`src/rtl/cla_chunk_add_sequencer_if.sv`:
```
`default_nettype none
// +--------------------------------------------------------------------------+
// | cla_chunk_add_sequencer_if                                               |
// | Operand request / result handshake bundle for the chunked adder.         |
// | Revision: 1.0                                                            |
// +--------------------------------------------------------------------------+
interface cla_chunk_add_sequencer_if #(
    parameter int WIDTH = 64
);
    logic             in_valid;
    logic             in_ready;
    logic [WIDTH-1:0] a;
    logic [WIDTH-1:0] b;
    logic             cin;
    logic             out_valid;
    logic             out_ready;
    logic [WIDTH-1:0] sum;
    logic             cout;
    logic             ovf;
    logic             busy;

    modport master (
        output in_valid, a, b, cin, out_ready,
        input  in_ready, out_valid, sum, cout, ovf, busy
    );

    modport slave (
        input  in_valid, a, b, cin, out_ready,
        output in_ready, out_valid, sum, cout, ovf, busy
    );
endinterface
`default_nettype wire

```
`src/rtl/cla_chunk_add_sequencer.sv`:
```
`default_nettype none
// +--------------------------------------------------------------------------+
// | cla_chunk_add_sequencer                                                  |
// | WIDTH-bit adder built from one CHUNK-bit CLA slice reused over NCHUNK    |
// | cycles, carry registered between chunks.                                 |
// | Revision: 1.0                                                            |
// +--------------------------------------------------------------------------+
module cla_chunk_add_sequencer #(
    parameter int WIDTH = 64,
    parameter int CHUNK = 8
) (
    input  wire logic                 clk,
    input  wire logic                 rst,
    cla_chunk_add_sequencer_if.slave  bus
);
    localparam int NCHUNK = WIDTH / CHUNK;
    localparam int IDXW   = (NCHUNK > 1) ? $clog2(NCHUNK) : 1;

    localparam logic [1:0] ST_IDLE = 2'd0;
    localparam logic [1:0] ST_RUN  = 2'd1;
    localparam logic [1:0] ST_DONE = 2'd2;

    logic [1:0]       r_state;
    logic [1:0]       w_state_nxt;
    logic [IDXW-1:0]  r_idx;
    logic [WIDTH-1:0] r_a;
    logic [WIDTH-1:0] r_b;
    logic             r_carry;
    logic [WIDTH-1:0] r_sum;
    logic             r_cout;
    logic             r_ovf;

    logic             w_in_ready;
    logic             w_out_valid;
    logic             w_busy;
    logic             w_last;

    logic [CHUNK-1:0] w_op_a;
    logic [CHUNK-1:0] w_op_b;
    logic [CHUNK-1:0] w_gen;
    logic [CHUNK-1:0] w_prop;
    logic [CHUNK:0]   w_carry;
    logic [CHUNK-1:0] w_slice_sum;

    assign w_last = (r_idx == IDXW'(NCHUNK - 1));
    assign w_op_a = r_a[r_idx*CHUNK +: CHUNK];
    assign w_op_b = r_b[r_idx*CHUNK +: CHUNK];

    generate
        for (genvar gi = 0; gi < CHUNK; gi++) begin : g_pg
            assign w_gen[gi]       = w_op_a[gi] & w_op_b[gi];
            assign w_prop[gi]      = w_op_a[gi] ^ w_op_b[gi];
            assign w_slice_sum[gi] = w_prop[gi] ^ w_carry[gi];
        end
    endgenerate

    // Each carry is expanded as a flat sum of generate terms gated by
    // propagate runs, so no carry depends on a lower slice carry.
    always_comb begin
        logic c_acc;
        logic p_run;
        w_carry    = '0;
        w_carry[0] = r_carry;
        for (int i = 0; i < CHUNK; i++) begin
            c_acc = w_gen[i];
            p_run = w_prop[i];
            for (int j = i - 1; j >= 0; j--) begin
                c_acc = c_acc | (p_run & w_gen[j]);
                p_run = p_run & w_prop[j];
            end
            w_carry[i+1] = c_acc | (p_run & r_carry);
        end
    end

    always_ff @(posedge clk or posedge rst) begin
        if (rst) begin
            r_state <= ST_IDLE;
        end else begin
            r_state <= w_state_nxt;
        end
    end

    always_comb begin
        w_state_nxt = r_state;
        case (r_state)
            ST_IDLE: if (bus.in_valid)  w_state_nxt = ST_RUN;
            ST_RUN:  if (w_last)        w_state_nxt = ST_DONE;
            ST_DONE: if (bus.out_ready) w_state_nxt = ST_IDLE;
            default:                    w_state_nxt = ST_IDLE;
        endcase
    end

    always_comb begin
        w_in_ready  = 1'b0;
        w_out_valid = 1'b0;
        w_busy      = 1'b0;
        case (r_state)
            ST_IDLE: w_in_ready  = 1'b1;
            ST_RUN:  w_busy      = 1'b1;
            ST_DONE: begin
                w_out_valid = 1'b1;
                w_busy      = 1'b1;
            end
            default: w_in_ready = 1'b0;
        endcase
    end

    always_ff @(posedge clk or posedge rst) begin
        if (rst) begin
            r_idx   <= '0;
            r_a     <= '0;
            r_b     <= '0;
            r_carry <= 1'b0;
            r_sum   <= '0;
            r_cout  <= 1'b0;
            r_ovf   <= 1'b0;
        end else begin
            case (r_state)
                ST_IDLE: begin
                    if (bus.in_valid) begin
                        r_a     <= bus.a;
                        r_b     <= bus.b;
                        r_carry <= bus.cin;
                        r_idx   <= '0;
                    end
                end
                ST_RUN: begin
                    r_sum[r_idx*CHUNK +: CHUNK] <= w_slice_sum;
                    r_carry                     <= w_carry[CHUNK];
                    r_idx                       <= r_idx + IDXW'(1);
                    if (w_last) begin
                        r_cout <= w_carry[CHUNK];
                        r_ovf  <= w_carry[CHUNK] ^ w_carry[CHUNK-1];
                    end
                end
                default: ;
            endcase
        end
    end

    assign bus.in_ready  = w_in_ready;
    assign bus.out_valid = w_out_valid;
    assign bus.busy      = w_busy;
    assign bus.sum       = r_sum;
    assign bus.cout      = r_cout;
    assign bus.ovf       = r_ovf;
endmodule
`default_nettype wire

```
`src/flat_wrapper.sv`:
```
// flat-port wrapper written by rule: the top's interface ports become plain ports
module cla_chunk_add_sequencer_flat 
#(
    parameter int WIDTH = 64,
    parameter int CHUNK = 8
)
  (clk, rst, bus_in_valid, bus_a, bus_b, bus_cin, bus_out_ready, bus_in_ready, bus_out_valid, bus_sum, bus_cout, bus_ovf, bus_busy);
  cla_chunk_add_sequencer_if #(.WIDTH(WIDTH)) bus_i ();
  input  wire logic clk;
  input  wire logic rst;
  input wire logic [$bits(bus_i.in_valid)-1:0] bus_in_valid;
  input wire logic [$bits(bus_i.a)-1:0] bus_a;
  input wire logic [$bits(bus_i.b)-1:0] bus_b;
  input wire logic [$bits(bus_i.cin)-1:0] bus_cin;
  input wire logic [$bits(bus_i.out_ready)-1:0] bus_out_ready;
  output wire logic [$bits(bus_i.in_ready)-1:0] bus_in_ready;
  output wire logic [$bits(bus_i.out_valid)-1:0] bus_out_valid;
  output wire logic [$bits(bus_i.sum)-1:0] bus_sum;
  output wire logic [$bits(bus_i.cout)-1:0] bus_cout;
  output wire logic [$bits(bus_i.ovf)-1:0] bus_ovf;
  output wire logic [$bits(bus_i.busy)-1:0] bus_busy;
  assign bus_i.in_valid = bus_in_valid;
  assign bus_i.a = bus_a;
  assign bus_i.b = bus_b;
  assign bus_i.cin = bus_cin;
  assign bus_i.out_ready = bus_out_ready;
  assign bus_in_ready = bus_i.in_ready;
  assign bus_out_valid = bus_i.out_valid;
  assign bus_sum = bus_i.sum;
  assign bus_cout = bus_i.cout;
  assign bus_ovf = bus_i.ovf;
  assign bus_busy = bus_i.busy;
  cla_chunk_add_sequencer #(.WIDTH(WIDTH), .CHUNK(CHUNK)) u_core (.clk(clk), .rst(rst), .bus(bus_i));
endmodule
```
`config.mk`:
```
export PLATFORM = sky130hd
export DESIGN_NAME = cla_chunk_add_sequencer_flat
export DESIGN_NICKNAME = d
export VERILOG_FILES = /design/src/rtl/cla_chunk_add_sequencer_if.sv /design/src/rtl/cla_chunk_add_sequencer.sv /design/src/flat_wrapper.sv
export SDC_FILE = /design/constraint.sdc
export NUM_CORES = 1
export LEC_CHECK = 0
export BUFFER_PORTS_ARGS = -buffer_cell sky130_fd_sc_hd__buf_2
export CELL_PAD_IN_SITES_DETAIL_PLACEMENT = 1
export CELL_PAD_IN_SITES_GLOBAL_PLACEMENT = 1
export CORE_ASPECT_RATIO = 1.25
export CORE_MARGIN = 10
export CORE_UTILIZATION = 44
export DETAILED_ROUTE_END_ITERATION = 8
export HOLD_SLACK_MARGIN = 0.08
export PLACE_DENSITY_LB_ADDON = 0.1
export SLEW_MARGIN = 20
export SYNTH_ARGS = -nofsm -noshare
export SYNTH_HDL_FRONTEND = slang
export SYNTH_SLANG_ARGS = --single-unit
export TNS_END_PERCENT = 50
```
`constraint.sdc`:
```
create_clock -name clk -period 9.3 [get_ports clk]
set_input_delay 2.79 -clock clk [delete_from_list [all_inputs] [get_ports clk]]
set_output_delay 2.79 -clock clk [all_outputs]
set_load 0.02 [all_outputs]
```
======== Word-level counts from Yosys, hierarchy flattened ========
Index checks and enable logic that the tools add are counted.
storage, ports and cells
  bits in latches ......................... 0
  output and inout bits ................... 69
  ROM bits ................................ 0
  memories ................................ 0
  logic and storage cells ................. 164
  bits of input ports ..................... 133
  register bits ........................... 200
  RAM bits ................................ 0
cells by class
  bitwise logic cells ..................... 125
  $lt $le $gt $ge ......................... 0
  shift operators ......................... 4
  div/mod/pow operators ................... 0
  multiplexer cells ....................... 12
  add/subtract/negate cells ............... 2
  eq/ne operators ......................... 6
  reduce and logical (&&, ||, !) cells .... 7
  multiply operators ...................... 0
operators by type and width
  cell                     count
  $shiftx 64x7->8          2
  $and 1x1->1              72
  $bwmux 64                1
  $shift 8x34->64 const A  1
  $shiftx 8x34->64         1
  $or 1x1->1               36
  $neg 6->34               1
  $xor 1x1->1              17
  $mux 2                   3
  $pmux 2 s3               1
  $pmux 3 s2               1
  $reduce_and 2->1         3
  $mux 1                   4
  $ne 2x2->1 const B       2
  $add 3x1->3 const B      1
  $eq 3x3->1 const B       1
  $mux 3                   1
  $reduce_and 3->1         1
  $eq 2x1->1 const B       1
  $eq 2x2->1 const B       1
  $logic_not 2->1          1
  $ne 2x1->1 const B       1
  $pmux 1 s2               1
  $reduce_bool 2->1        1
  $reduce_or 2->1          1

======== Longest topological paths before layout ========
  depth in word-level cells ............... 13
  gate-level depth with buffers ........... 11
  gate-level depth less buffers ........... 9

======== Worst setup path after synthesis ========
OpenSTA, ideal clock, no wires.
  kind .................................... in2reg
  start point ............................. input port bus_in_valid
  end point ............................... register u_core.r_a[10]
  setup slack ............................. 5.336 ns
  library setup time ...................... 0.125 ns
  cell stages on the path ................. 4
  data required time ...................... 9.175 ns
  data arrival time ....................... 3.840 ns
  cells stage by stage .................... nand2_1 -> clkbuf_1 -> clkbuf_1 -> mux2_2
on the way
  cells in the longest elaborated chain, start to end .. 1
RTL lines
  what                        RTL line                        text
  from (decl)                 flat_wrapper.sv:11              input wire logic [$bits(bus_i.in_valid)-1:0] bus_in_valid;
  $reduce_and 2->1 (no line)  -
  to (signal assigned)        cla_chunk_add_sequencer.sv:121  r_a <= bus.a;
  to (decl)                   cla_chunk_add_sequencer.sv:26   logic [WIDTH-1:0] r_a;
Every way passes these cells.
A chain may end at the register's enable or synchronous reset.

======== Worst setup path in the final report ========
  start point ............................. input port bus_in_valid
  end point ............................... register u_core.r_a[35]
The elaborated chain is that of the path after synthesis.

==> out/qor.yml <==
outcome:
  outcome: "finished clean"
sta:
  setup_viol: 0
  fin_tns_setup_ns: 0
  skew_ns: 0.0105
  relSlewSlack: 0.248
  rsz0062_at_grt: "no"
  worstMarginPinSlew_ns: 1.12
  maxSlewViolCount: 0
  hold_violations: 0
  layout_min_cycle_time_ns: 4.45
  fmax_mhz: 225
  period_share: 0.478
  whs_ns: 0.477
floorplanning:
  dieArea_um2: 26900
  coreArea_um2: 20200
  die_w_um: 149
  initial_core_util: 0.451
  pin_count: 202
  die_h_um: 181
  num_rows: 58
clock_network:
  insertion_delay_ns: 0.44
  root_buffer: "clkbuf_16"
  clkSinkCount: 200
  cts_resized: 0
  hold_buffers: 0
  postCtsSetupBuffers: 0
  clk_pin_slew_worst_paths_ns: 0.08
  numCtsBuffers: 17
  cts_tree: "done"
  htreeDepth: 4
  cts_max_path_buffers: 2
logic_synthesis:
  syn_inst: 694
  yosys_warnings: 0
  synth-edff-count: 0
  ys_ff_latch: 200
  synth_area_um2: 9130
  async_flop_share: 1.00
  ys.flop_type: "dfrtp_1"
  syn-num-nets: 847
  syn_avg_cell_area_um2: 13.2
  yosysUniqueCellTypes: 51
  ys_seq_area_frac: 0.548
power:
  p_sw_frac: 0.455
  share_comb_of_total_power: 0.543
  peakVddDrop_uv: 331
  power_density_nw_per_um2: 431
  p_clk_frac: 0.154
  p_leak_nw: 5.17
  power_switching_mw: 2.15
  p_int_mw: 2.57
  power_frac_seq: 0.303
detailed_routing:
  first_pass_iters: 4
  drtIter0Drc: 244
  drt_wl_total_um: 25000
  routedWlPerCell_um: 21.5
  via_per_inst: 5.36
  dr_total_vias: 6230
  drc: 0
  antenna_left: 0
finish:
  drive_gt1_frac: 0.467
  n_antenna_cell: 0
  nFillCells: 2108
  area_delta_synth_final_pct: 20.0
  nNetsFinal: 1033
  regArea_um2: 5010
  multi_input_area_um2: 3910
placement:
  portBuffers: 201
  dp.final_hpwl_um: 18500
  routabilityCongestion: 0.828
setup_path:
  critPathArrivalTime_ns: 4.78
  end_kind: "register"
  crit_family: "buffers and inverters"
  cp_slowest_cell: "buf_4"
  required_ns: 9.63
  path_class: "input port to register"
  worstSetupStartpointType: "input port"
  cp_max_fo: 76
  crit_buf_inv: 2
  slowest_delay_ns: 0.85
  crit_path_cell_trace: "buf_2 -> nand2_4 -> buf_4 -> mux2_2"
global_routing:
  track_usage: 0.183
  grt_max_degree: 128
  grt_pass1_vias: 7120
  antenna_found_initial: 0
  grt_first_pass_wirelength_um: 39000
  gr-total-overflow: 0
worst_hold_path:
  min_path_type: "register to register"
job:
  drv_cap: 0
[flip-flops by register name (all words and copies together), names as in the netlist]
name / flops
u_core.bus.cout: 1
u_core.bus.ovf: 1
u_core.bus.sum: 64
u_core.r_a: 64
u_core.r_b: 64
u_core.r_carry: 1
u_core.r_idx: 3
u_core.r_state: 2
[cell usage in the layout, fill, tap and decap left out, types with 3 or more instances in the layout]
| cell | instances |
|---|---|
| inv_8 | 4 |
| buf_4 | 6 |
| ha_1 | 19 |
| nor2_1 | 9 |
| clkinv_8 | 4 |
| o41ai_1 | 10 |
| a31o_2 | 4 |
| and2_1 | 10 |
| inv_1 | 14 |
| nand2_1 | 113 |
| a21oi_1 | 4 |
| mux4_2 | 32 |
| o21ai_0 | 14 |
| dfrtp_1 | 198 |
| o31ai_1 | 39 |
| buf_2 | 201 |
| a41o_1 | 3 |
| inv_6 | 3 |
| nand3_1 | 7 |
| mux2_2 | 131 |
| clkbuf_16 | 17 |
[cell type report]
| cell class | count | share of cell area |
|---|---|---|
| clock buffer | 17 | 0.0388 |
| clock inverter | 14 | 0.0144 |
| inverter | 16 | 0.00617 |
| multi-input combinational | 438 | 0.357 |
| sequential | 200 | 0.457 |
| tap | 270 | 0.0308 |
| timing repair buffer | 207 | 0.0960 |
[worst paths after layout]
kind | start | endpoint | slack (ns) | cells after the start
max in group asynchronous | rst | u_core.r_idx[1]$_DFFE_PP0P_ | 5.16 | 3
worst min register to register | u_core.bus.sum[10]$_DFFE_PP0P_ | u_core.bus.sum[10]$_DFFE_PP0P_ | 0.48 | 2
min in group asynchronous | rst | u_core.bus.sum[1]$_DFFE_PP0P_ | 2.52 | 2
worst max-delay path | bus_in_valid | u_core.r_a[35]$_DFFE_PP0P_ | 4.85 | 4
worst max register to register | u_core.r_idx[0]$_DFFE_PP0P_ | u_core.bus.sum[15]$_DFFE_PP0P_ | 5.22 | 10
worst min-delay path | u_core.bus.sum[10]$_DFFE_PP0P_ | u_core.bus.sum[10]$_DFFE_PP0P_ | 0.48 | 2
[worst register-to-register path: cells and delay by family, from the launching register on]
family	cells	cell delay (ns)
muxes	1	0.64
buffers and inverters	2	0.70
DFF	1	0.35
and+or+nand+nor	4	1.35
AOI/OAI and AO/OA	2	0.56
adders and majority gates	1	0.32
[synthesized netlist by cell type, types with 9 or more instances]
library cell / n / share of area
o41ai_1: 10 / 0.0096
nor2_1: 9 / 0.0037
and2_1: 10 / 0.0069
mux2_2: 131 / 0.16
mux4_2: 32 / 0.079
o21ai_0: 14 / 0.0077
clkbuf_1: 28 / 0.012
inv_1: 15 / 0.0062
o31ai_1: 39 / 0.032
ha_1: 19 / 0.026
dfrtp_1: 200 / 0.55
nand2_1: 114 / 0.047
[kinds of logic (layout without fill, tap and decap cells)]
family	count (synthesis)	count (layout)	synth area share
xor gates and xnor gates	3	3	0.00288
DFF	200	200	0.548
muxes	163	163	0.241
and+or+nand+nor	157	157	0.0746
buffers and inverters	56	254	0.0247
adders and majority gates	20	20	0.0282
AOI/OAI and AO/OA	95	95	0.0809
[power groups by stage]
stage                     Clock [mW]  Combinational, mW  Sequential [mW]
after floorplan                    0               1.70             1.46
after global placement             0               2.51             1.41
after global routing           0.784               2.77             1.47
after CTS                      0.744               2.60             1.43
final                          0.726               2.56             1.43
after detailed placement           0               2.59             1.45
[per-layer routing]
layer | vias to the layer above | global-route usage | wire, um
li1 | 2881 | - | -
met1 | 3171 | 0.212 | 10200
met2 | 151 | 0.321 | 13100
met3 | 27 | 0.0488 | 1280
met4 | 0 | 0.0566 | 452
met5 | - | 0 | 0
[metrics by stage]
step	instance area, um^2	std cells	setup WS [ns]	power [mW]	util
2_1_floorplan	9130	694	1.06	3.16	-
3_3_place_gp	10400	1131	4.48	3.92	0.512
3_5_place_dp	10400	1131	4.39	4.03	0.512
4_1_cts	11000	1162	4.86	4.77	0.541
5_1_grt	11000	1162	4.74	5.03	0.541
6_report	11000	1162	4.85	4.72	0.541
No activity file was read; power rests on OpenSTA's default activity.
